**src/rtl/cpu_types_pkg.sv**
```systemverilog
// Shared CPU types and constants: word type, BTB entry layout and predictor counter encodings.
package cpu_types_pkg;

  localparam int unsigned WORD_W        = 32;
  // Widest tag needed (ENTRIES = 2 leaves 29 tag bits); narrower configs zero-extend.
  localparam int unsigned BTB_TAG_MAX_W = 29;
  localparam int unsigned BTB_TGT_W     = 30;

  typedef logic [WORD_W-1:0] word_t;

  localparam logic [1:0] BTB_CTR_WEAK_T   = 2'b10;
  localparam logic [1:0] BTB_CTR_STRONG_T = 2'b11;
  localparam logic [1:0] BTB_CTR_RESET    = 2'b01;

  typedef struct packed {
    logic                     valid;
    logic [BTB_TAG_MAX_W-1:0] tag;
    logic [BTB_TGT_W-1:0]     target;
    logic [1:0]               ctr;
  } btb_entry_t;

endpackage

```
**src/rtl/sat_counter2.sv**
```systemverilog
// Combinational next-state for a 2-bit saturating counter with force override.
module sat_counter2 (
  input  logic [1:0] i_ctr,
  input  logic       i_inc,
  input  logic       i_dec,
  input  logic       i_force,
  input  logic [1:0] i_force_val,
  output logic [1:0] o_ctr_c
);

  always_comb begin
    o_ctr_c = i_ctr;
    if (i_force) begin
      o_ctr_c = i_force_val;
    end else if (i_inc) begin
      if (i_ctr != 2'b11) o_ctr_c = 2'(i_ctr + 2'd1);
    end else if (i_dec) begin
      if (i_ctr != 2'b00) o_ctr_c = 2'(i_ctr - 2'd1);
    end
  end

endmodule

```
**src/rtl/branch_target_buffer.sv**
```systemverilog
// Direct-mapped BTB with 2-bit predictors: zero-latency lookup on pc, trained by resolved branches.
module branch_target_buffer
  import cpu_types_pkg::*;
#(
  parameter int unsigned ENTRIES = 16,
  localparam int unsigned IDX_W  = $clog2(ENTRIES)
) (
  input  logic  CLK,
  input  logic  RST,
  input  word_t pc,
  output logic  pred_hit,
  output logic  pred_take,
  output word_t pred_npc,
  input  logic  upd_en,
  input  word_t upd_pc,
  input  logic  upd_taken,
  input  word_t upd_target,
  input  logic  upd_jump,
  input  logic  upd_wrongtype
);

  btb_entry_t r_table [ENTRIES];

  logic [IDX_W-1:0]         w_idx;
  logic [BTB_TAG_MAX_W-1:0] w_tag;
  btb_entry_t               w_ent;

  logic [IDX_W-1:0]         w_uidx;
  logic [BTB_TAG_MAX_W-1:0] w_utag;
  btb_entry_t               w_uent;
  logic                     w_uhit;
  logic [1:0]               w_ctr_next;
  btb_entry_t               w_new_ent;
  logic                     w_wr;
  logic                     w_unused;

  // Lookup: reads registered state only, so same-cycle updates are not visible.
  assign w_idx     = pc[IDX_W+1:2];
  assign w_tag     = BTB_TAG_MAX_W'(pc >> (IDX_W + 2));
  assign w_ent     = r_table[w_idx];
  assign pred_hit  = w_ent.valid && (w_ent.tag == w_tag);
  assign pred_take = pred_hit && w_ent.ctr[1];
  assign pred_npc  = pred_take ? {w_ent.target, 2'b00} : word_t'(pc + 32'd4);

  assign w_uidx   = upd_pc[IDX_W+1:2];
  assign w_utag   = BTB_TAG_MAX_W'(upd_pc >> (IDX_W + 2));
  assign w_uent   = r_table[w_uidx];
  assign w_uhit   = w_uent.valid && (w_uent.tag == w_utag);
  assign w_unused = ^upd_target[1:0];

  sat_counter2 u_ctr (
    .i_ctr       (w_uent.ctr),
    .i_inc       (upd_taken),
    .i_dec       (!upd_taken),
    .i_force     (upd_jump),
    .i_force_val (BTB_CTR_STRONG_T),
    .o_ctr_c     (w_ctr_next)
  );

  // Training decision; priority order matters (wrong-type beats hit beats allocate).
  always_comb begin
    w_new_ent = w_uent;
    w_wr      = 1'b0;
    if (upd_wrongtype) begin
      w_new_ent.valid = 1'b0;
      w_new_ent.ctr   = BTB_CTR_RESET;
      w_wr            = 1'b1;
    end else if (w_uhit) begin
      w_new_ent.ctr = w_ctr_next;
      if (upd_jump || upd_taken) w_new_ent.target = upd_target[31:2];
      w_wr = 1'b1;
    end else if (upd_taken || upd_jump) begin
      w_new_ent.valid  = 1'b1;
      w_new_ent.tag    = w_utag;
      w_new_ent.target = upd_target[31:2];
      w_new_ent.ctr    = upd_jump ? BTB_CTR_STRONG_T : BTB_CTR_WEAK_T;
      w_wr             = 1'b1;
    end
  end

  always_ff @(posedge CLK) begin
    if (RST) begin
      for (int i = 0; i < int'(ENTRIES); i++) begin
        r_table[i] <= '{valid: 1'b0, tag: '0, target: '0, ctr: BTB_CTR_RESET};
      end
    end else if (upd_en && w_wr) begin
      r_table[w_uidx] <= w_new_ent;
    end
  end

endmodule
```
**config.mk**
```make
export PLATFORM = sky130hd
export DESIGN_NAME = branch_target_buffer
export DESIGN_NICKNAME = d
export VERILOG_FILES = /design/src/rtl/cpu_types_pkg.sv /design/src/rtl/sat_counter2.sv /design/src/rtl/branch_target_buffer.sv
export SDC_FILE = /design/constraint.sdc
export NUM_CORES = 2
export LEC_CHECK = 0
export ABC_CLOCK_PERIOD_IN_PS = 11300
export CAP_MARGIN = 15
export CORE_MARGIN = 8
export CORE_UTILIZATION = 25
export DETAILED_ROUTE_END_ITERATION = 6
export HOLD_SLACK_MARGIN = 0.12
export MAX_ROUTING_LAYER = met4
export PLACE_DENSITY = 0.35
export SETUP_SLACK_MARGIN = 0.2
export SLEW_MARGIN = 25
export SYNTH_ARGS = -nofsm -noshare
export SYNTH_HDL_FRONTEND = slang
export SYNTH_SLANG_ARGS = --single-unit
```
**constraint.sdc**
```tcl
create_clock -name CLK -period 11.3 [get_ports CLK]
set_input_delay 3.39 -clock CLK [delete_from_list [all_inputs] [get_ports CLK]]
set_output_delay 3.39 -clock CLK [all_outputs]
set_load 0.05 [all_outputs]
```
---- Yosys cells after proc, flatten, opt, wreduce, memory -nomap -nowiden ----
Memories as Yosys holds them, arrays and structs flattened.
Index checks and enable logic that the tools add are counted.
operators by class
  add/sub/neg operators ................... 3
  muxes and demuxes ....................... 24
  reductions and logical operators ........ 7
  eq/ne operators ......................... 3
operators by type and width
  operator               count
  $mux 62                2
  $mux 32                2
  $reduce_or 62->1       1
  $mux 30                2
  $mux 59                1
  $eq 29x26->1           2
  $add 32x3->32 const B  1
  $mux 1                 11
  $mux 2                 5
  $logic_and 1x1->1      4
  $mux 4                 1
  $add 2x1->2 const B    1
  $ne 2x2->1 const B     1
  $reduce_bool 2->1      1
  $sub 2x1->2 const B    1
  $logic_or 1x1->1       1
word-level totals
  logic and storage cells ................. 38
  register bits after elaboration ......... 0
  input bits .............................. 102
  memories kept ........................... 1
  output and inout bits ................... 34
  memory bits (writable) .................. 992
memories
  memory   depth  width  rd ports  clocked after Yosys merged registers in  write ports  line                        source
  r_table  16     62     2         0                                        16           branch_target_buffer.sv:22  btb_entry_t r_table [ENTRIES];

---- Logic depth before layout (Yosys ltp) ----
An unclocked memory read counts as a cell.
  depth in word-level cells ............... 11
  mapped depth ............................ 16
  gate-level depth less buffers ........... 10

---- Modules after synthesis ----
A second synthesis with hierarchy kept.
second synthesis, totals
  cells, all modules ...................... 3452
  area total of the unflattened synthesis .. 52411.5 um^2
modules (own cells, without submodules)
  module                times used  sequential area each (um^2)  area an instance (um^2)  cells each
  branch_target_buffer  1           29788.6                      52344.0                  3441
  sat_counter2          1           0.0                          67.6                     11

---- Least setup slack after synthesis ----
OpenSTA, ideal clock, no wires.
  kind .................................... input to output
  start ................................... in pc[2]
  end ..................................... out pred_npc[2]
  buffers on the path ..................... 6
  slack ................................... 663 ps
  stages .................................. 10
  required time ........................... 7910 ps
  arrival ................................. 7247 ps
  path through ............................ buf_2 buf_1 clkbuf_1 buf_1 mux4_2 mux4_2 nand2b_1 clkbuf_1 clkbuf_1 mux2i_1
between the ends
  longest elaborated chain between the ends .. 5
  elaborated cells on any way between the ends .. 6
  those cells by class .................... add/sub (1); eq/ne (1); mux (1); reduce/logical (2); memory (1)
RTL lines
  what               line                        source
  from (decl)        branch_target_buffer.sv:10  input word_t pc,
  $mem_v2 16x62      --
  $eq 29x26->1       branch_target_buffer.sv:41  assign pred_hit = w_ent.valid && (w_ent.tag == w_tag);
  $logic_and 1x1->1  branch_target_buffer.sv:41
  $logic_and 1x1->1  branch_target_buffer.sv:42  assign pred_take = pred_hit && w_ent.ctr[1];
  $mux 32 (*)        branch_target_buffer.sv:43  assign pred_npc = pred_take ? {w_ent.target, 2'b00} : word_t'(pc + 32'd4);
  to (decl)          branch_target_buffer.sv:13  output word_t pred_npc,
Every way passes the cells marked *; elsewhere a longest branch is shown, timed or not.

---- Worst setup path in the final report ----
  start ................................... in pc[2]
  end ..................................... out pred_npc[22]
The elaborated chain is that of the path after synthesis.

==> results.yml <==
status:
  run_status: "finished, final reports clean"
synthesis:
  synthFlopType: "sky130_fd_sc_hd__edfxtp_1"
  synth.lib_cells_used.distinct: 71
  synth.largest_area_cell: "sky130_fd_sc_hd__edfxtp_1"
  area_share_of_fa_ha_maj_cells_after_synthesis_pct: 0.02356
  synth_top_family_by_area: "multiplexers"
  synth-simple-area-share_pct: 8.841
  synth-warning-count: 0
  synth.ff_latch_count: 992
  synth_fp_nets: 3756
  netlist_area_mm2: 0.05311
  asyncSetResetFlopFracSynth_pct: 0
  synth-compound-area-share_pct: 4.422
  netlist_top_cells_area: "sky130_fd_sc_hd__edfxtp_1 (56%), sky130_fd_sc_hd__mux4_2 (22%), sky130_fd_sc_hd__nor2_1 (4.2%)"
  synthXorXnorAreaFrac_pct: 1.517
  post_synth_inst_count: 3653
  seq_area_frac_synth_pct: 56.08
  syn_area_per_cell_um2: 14.54
  synth_largest_type_area_fraction_pct: 56.08
  synth-edff-count: 992
  post_synth_mux_area_share_pct: 26.21
route:
  drt_iter0_markers: 3443
  wirelength_mm: 236.0
  first_pass_iters: 5
  antenna_left: 0
  vias: 35527
  post_drt_wl_per_cell_um: 35.29
  drt_drc_violations_left: 0
  detail_route.vias_per_cell: 5.311
clocking:
  worst_skew_pair.late_latency_ns: 0.79
  post-cts-setup-buffers: 0
  tritoncts_num_sinks: 992
  max-clock-path-buffers: 3
  clock_tree.root_cell: "sky130_fd_sc_hd__clkbuf_16"
  cts_repair_resize_count: 0
  tritoncts: "done"
  clk_pin_slew_ns: 0.05
  cts-buffers-inserted: 131
  cts_hold_repair_buffers: 0
  cts-htree-levels: 4
power_and_ir_drop:
  max-vdd-ir-drop_mv: 0.1303
  power.static_leakage_nw: 21.20
  power.density_cell_area_mw_per_mm2: 154.5
worst_hold_path:
  min_delay_path_depth: 4
  min_to: "r_table[1][30]"
  timing.hold.worst.class: "flop to flop"
  min-delay-start: "r_table[15][30]"
timing:
  final.setup.tns_ns: 0
  fin_crit_period_ns: 10.84
  finalHoldViolations: 0
  setup-violations-final: 0
  skew_ns: 0.03743
  maxClockFrequency_mhz: 92.21
  tightest_slew_margin_relative_to_the_limit_pct: 26.48
  rsz0062_at_grt: "no"
  finalCritPeriodShare_pct: 95.97
  worst-slew-pin-transition_ns: 1.103
  slew_violations: 0
  timing.hold.ws_ns: 1.145
finish:
  drive_gt1_share_pct: 27.29
  nets: 3867
  largestRegisters: "r_table: 992 flops"
  areaGrowthSynthToFinish_pct: 19.12
  largest_register_ffs: 992
  fin_util_pct: 29.89
  most-common-layout-cells: "sky130_fd_sc_hd__edfxtp_1 (992), sky130_fd_sc_hd__nor2_1 (595), sky130_fd_sc_hd__mux4_2 (514)"
  mostFrequentLayoutCell: "sky130_fd_sc_hd__edfxtp_1"
  regMostFlops: "r_table"
critical_path:
  cp_max_fo: 35
  critical_path.startpoint_type: "input port"
  timing.critical_path.to_type: "primary output"
  timing.reg2reg.worst_path_depth: 13
  crit_arrival_ns: 7.45
  data_required_critical_path_ns: 7.91
  crit_type: "input port to primary output"
  launch_instance_of_the_worst_register_to_register_path: "r_table[7][53]"
  reg2reg_setup_slack_ns: 5.98
  worstReg2RegEnd: "r_table[8][56]"
place:
  dp_hpwl_mm: 140.5
  gp_congestion: 0.7714
  io_buffer_count: 131
global_route:
  grt_pass1_vias: 36533
  grt.overflow.total: 0
  global_route.usage.total_pct: 20.72
  grt_start_max_net_pins: 71
  antenna_found_initial: 17
  first_pass_grt_wire_length_mm: 321.4
floorplanning:
  die_width_um: 476.9
  core-area_mm2: 0.2117
  die-area_mm2: 0.2275
  placement_rows: 169
  fp.dieH_um: 476.9
  number_of_top_level_pins: 136
  floorplan.initialDensity_pct: 25.09
job:
  cap_viol_max_count: 0
## cells in the mapped netlist (37+ instances only)
library cell / count
sky130_fd_sc_hd__edfxtp_1: 992
sky130_fd_sc_hd__nor2_1: 596
sky130_fd_sc_hd__mux4_2: 514
sky130_fd_sc_hd__a21oi_1: 281
sky130_fd_sc_hd__clkbuf_1: 269
sky130_fd_sc_hd__nor3_1: 215
sky130_fd_sc_hd__mux2i_1: 168
sky130_fd_sc_hd__xnor2_1: 63
sky130_fd_sc_hd__mux2_2: 59
sky130_fd_sc_hd__buf_1: 53
sky130_fd_sc_hd__buf_2: 46
sky130_fd_sc_hd__nand2_1: 39
sky130_fd_sc_hd__nand2b_1: 39
sky130_fd_sc_hd__nand3_1: 37
## critical path, stage by stage
cell	delay [ns]
sky130_fd_sc_hd__buf_8	0.38
sky130_fd_sc_hd__buf_12	0.28
sky130_fd_sc_hd__mux4_2	0.52
sky130_fd_sc_hd__nor2b_1	0.14
sky130_fd_sc_hd__a211oi_1	0.31
sky130_fd_sc_hd__a21oi_1	0.26
sky130_fd_sc_hd__xor2_1	0.25
sky130_fd_sc_hd__nor4_1	0.45
sky130_fd_sc_hd__buf_4	0.21
sky130_fd_sc_hd__nand4_1	0.10
sky130_fd_sc_hd__nand2b_2	0.23
sky130_fd_sc_hd__buf_12	0.19
sky130_fd_sc_hd__mux2_2	0.41
sky130_fd_sc_hd__buf_12	0.18
## per-stage QoR
stage               total power, mW  std cells  setup WS, ns  instance area [um^2]
detailed placement            5.720       6452        0.4852                 59110
floorplan                     5.091       3653        0.6627                 53110
global placement              5.723       6452        0.4176                 59080
finish                        9.777       6689        0.4552                 63270
CTS                           9.890       6683        0.4517                 63250
global route                  10.08       6687        0.3598                 63260
## cell families (layout without fill, tap and decap cells)
| family | Yosys count | in the layout |
|---|---|---|
| other cells | 0 | 6 |
| buf+inv | 388 | 597 |
| mux | 741 | 741 |
| simple gates | 1030 | 1030 |
| flops | 992 | 992 |
| fa+ha+maj | 1 | 1 |
| compound gates | 409 | 409 |
| xor+xnor | 92 | 92 |
## final cells by class
type                       instances  area (um^2)
clock inverter                    65        600.6
tap                             2821         3530
fill                           21149       148400
inverter                          15        58.81
antenna                            6        15.01
sequential                       992        29790
multi-input combinational       2273        22010
timing repair buffer             351         3727
clock buffer                     166         3537
## how the worst max path moves through the flow
| stage | slack [ns] | depth (start not counted) | from | endpoint |
|---|---|---|---|---|
| 2_1_floorplan | 0.66 | 10 | pc[2] | pred_npc[2] |
| 3_3_place_gp | 0.42 | 14 | pc[2] | pred_npc[22] |
| 3_5_place_dp | 0.49 | 14 | pc[2] | pred_npc[3] |
| 4_1_cts | 0.45 | 14 | pc[2] | pred_npc[3] |
| 5_1_grt | 0.36 | 14 | pc[2] | pred_npc[22] |
| 6_report | 0.46 | 14 | pc[2] | pred_npc[22] |
## report_power, final
part           internal, mW  leakage [nW]  switching [mW]
Clock                  2.42          2.01            1.73
Sequential             4.19          10.2          0.0732
Combinational         0.519          9.00           0.845
Total                  7.13          21.2            2.65
## per-layer routing
| metal | global-route usage (%) | wire length [um] | vias to the layer above |
|---|---|---|---|
| met1 | 27.86 | 105800 | 19410 |
| met3 | 2.558 | 10310 | 276 |
| met2 | 33.60 | 114100 | 1142 |
| li1 | - | - | 14699 |
| met5 | - | 0 | - |
| met4 | 4.877 | 5817 | 0 |
No activity file was read; power rests on OpenSTA's default activity.
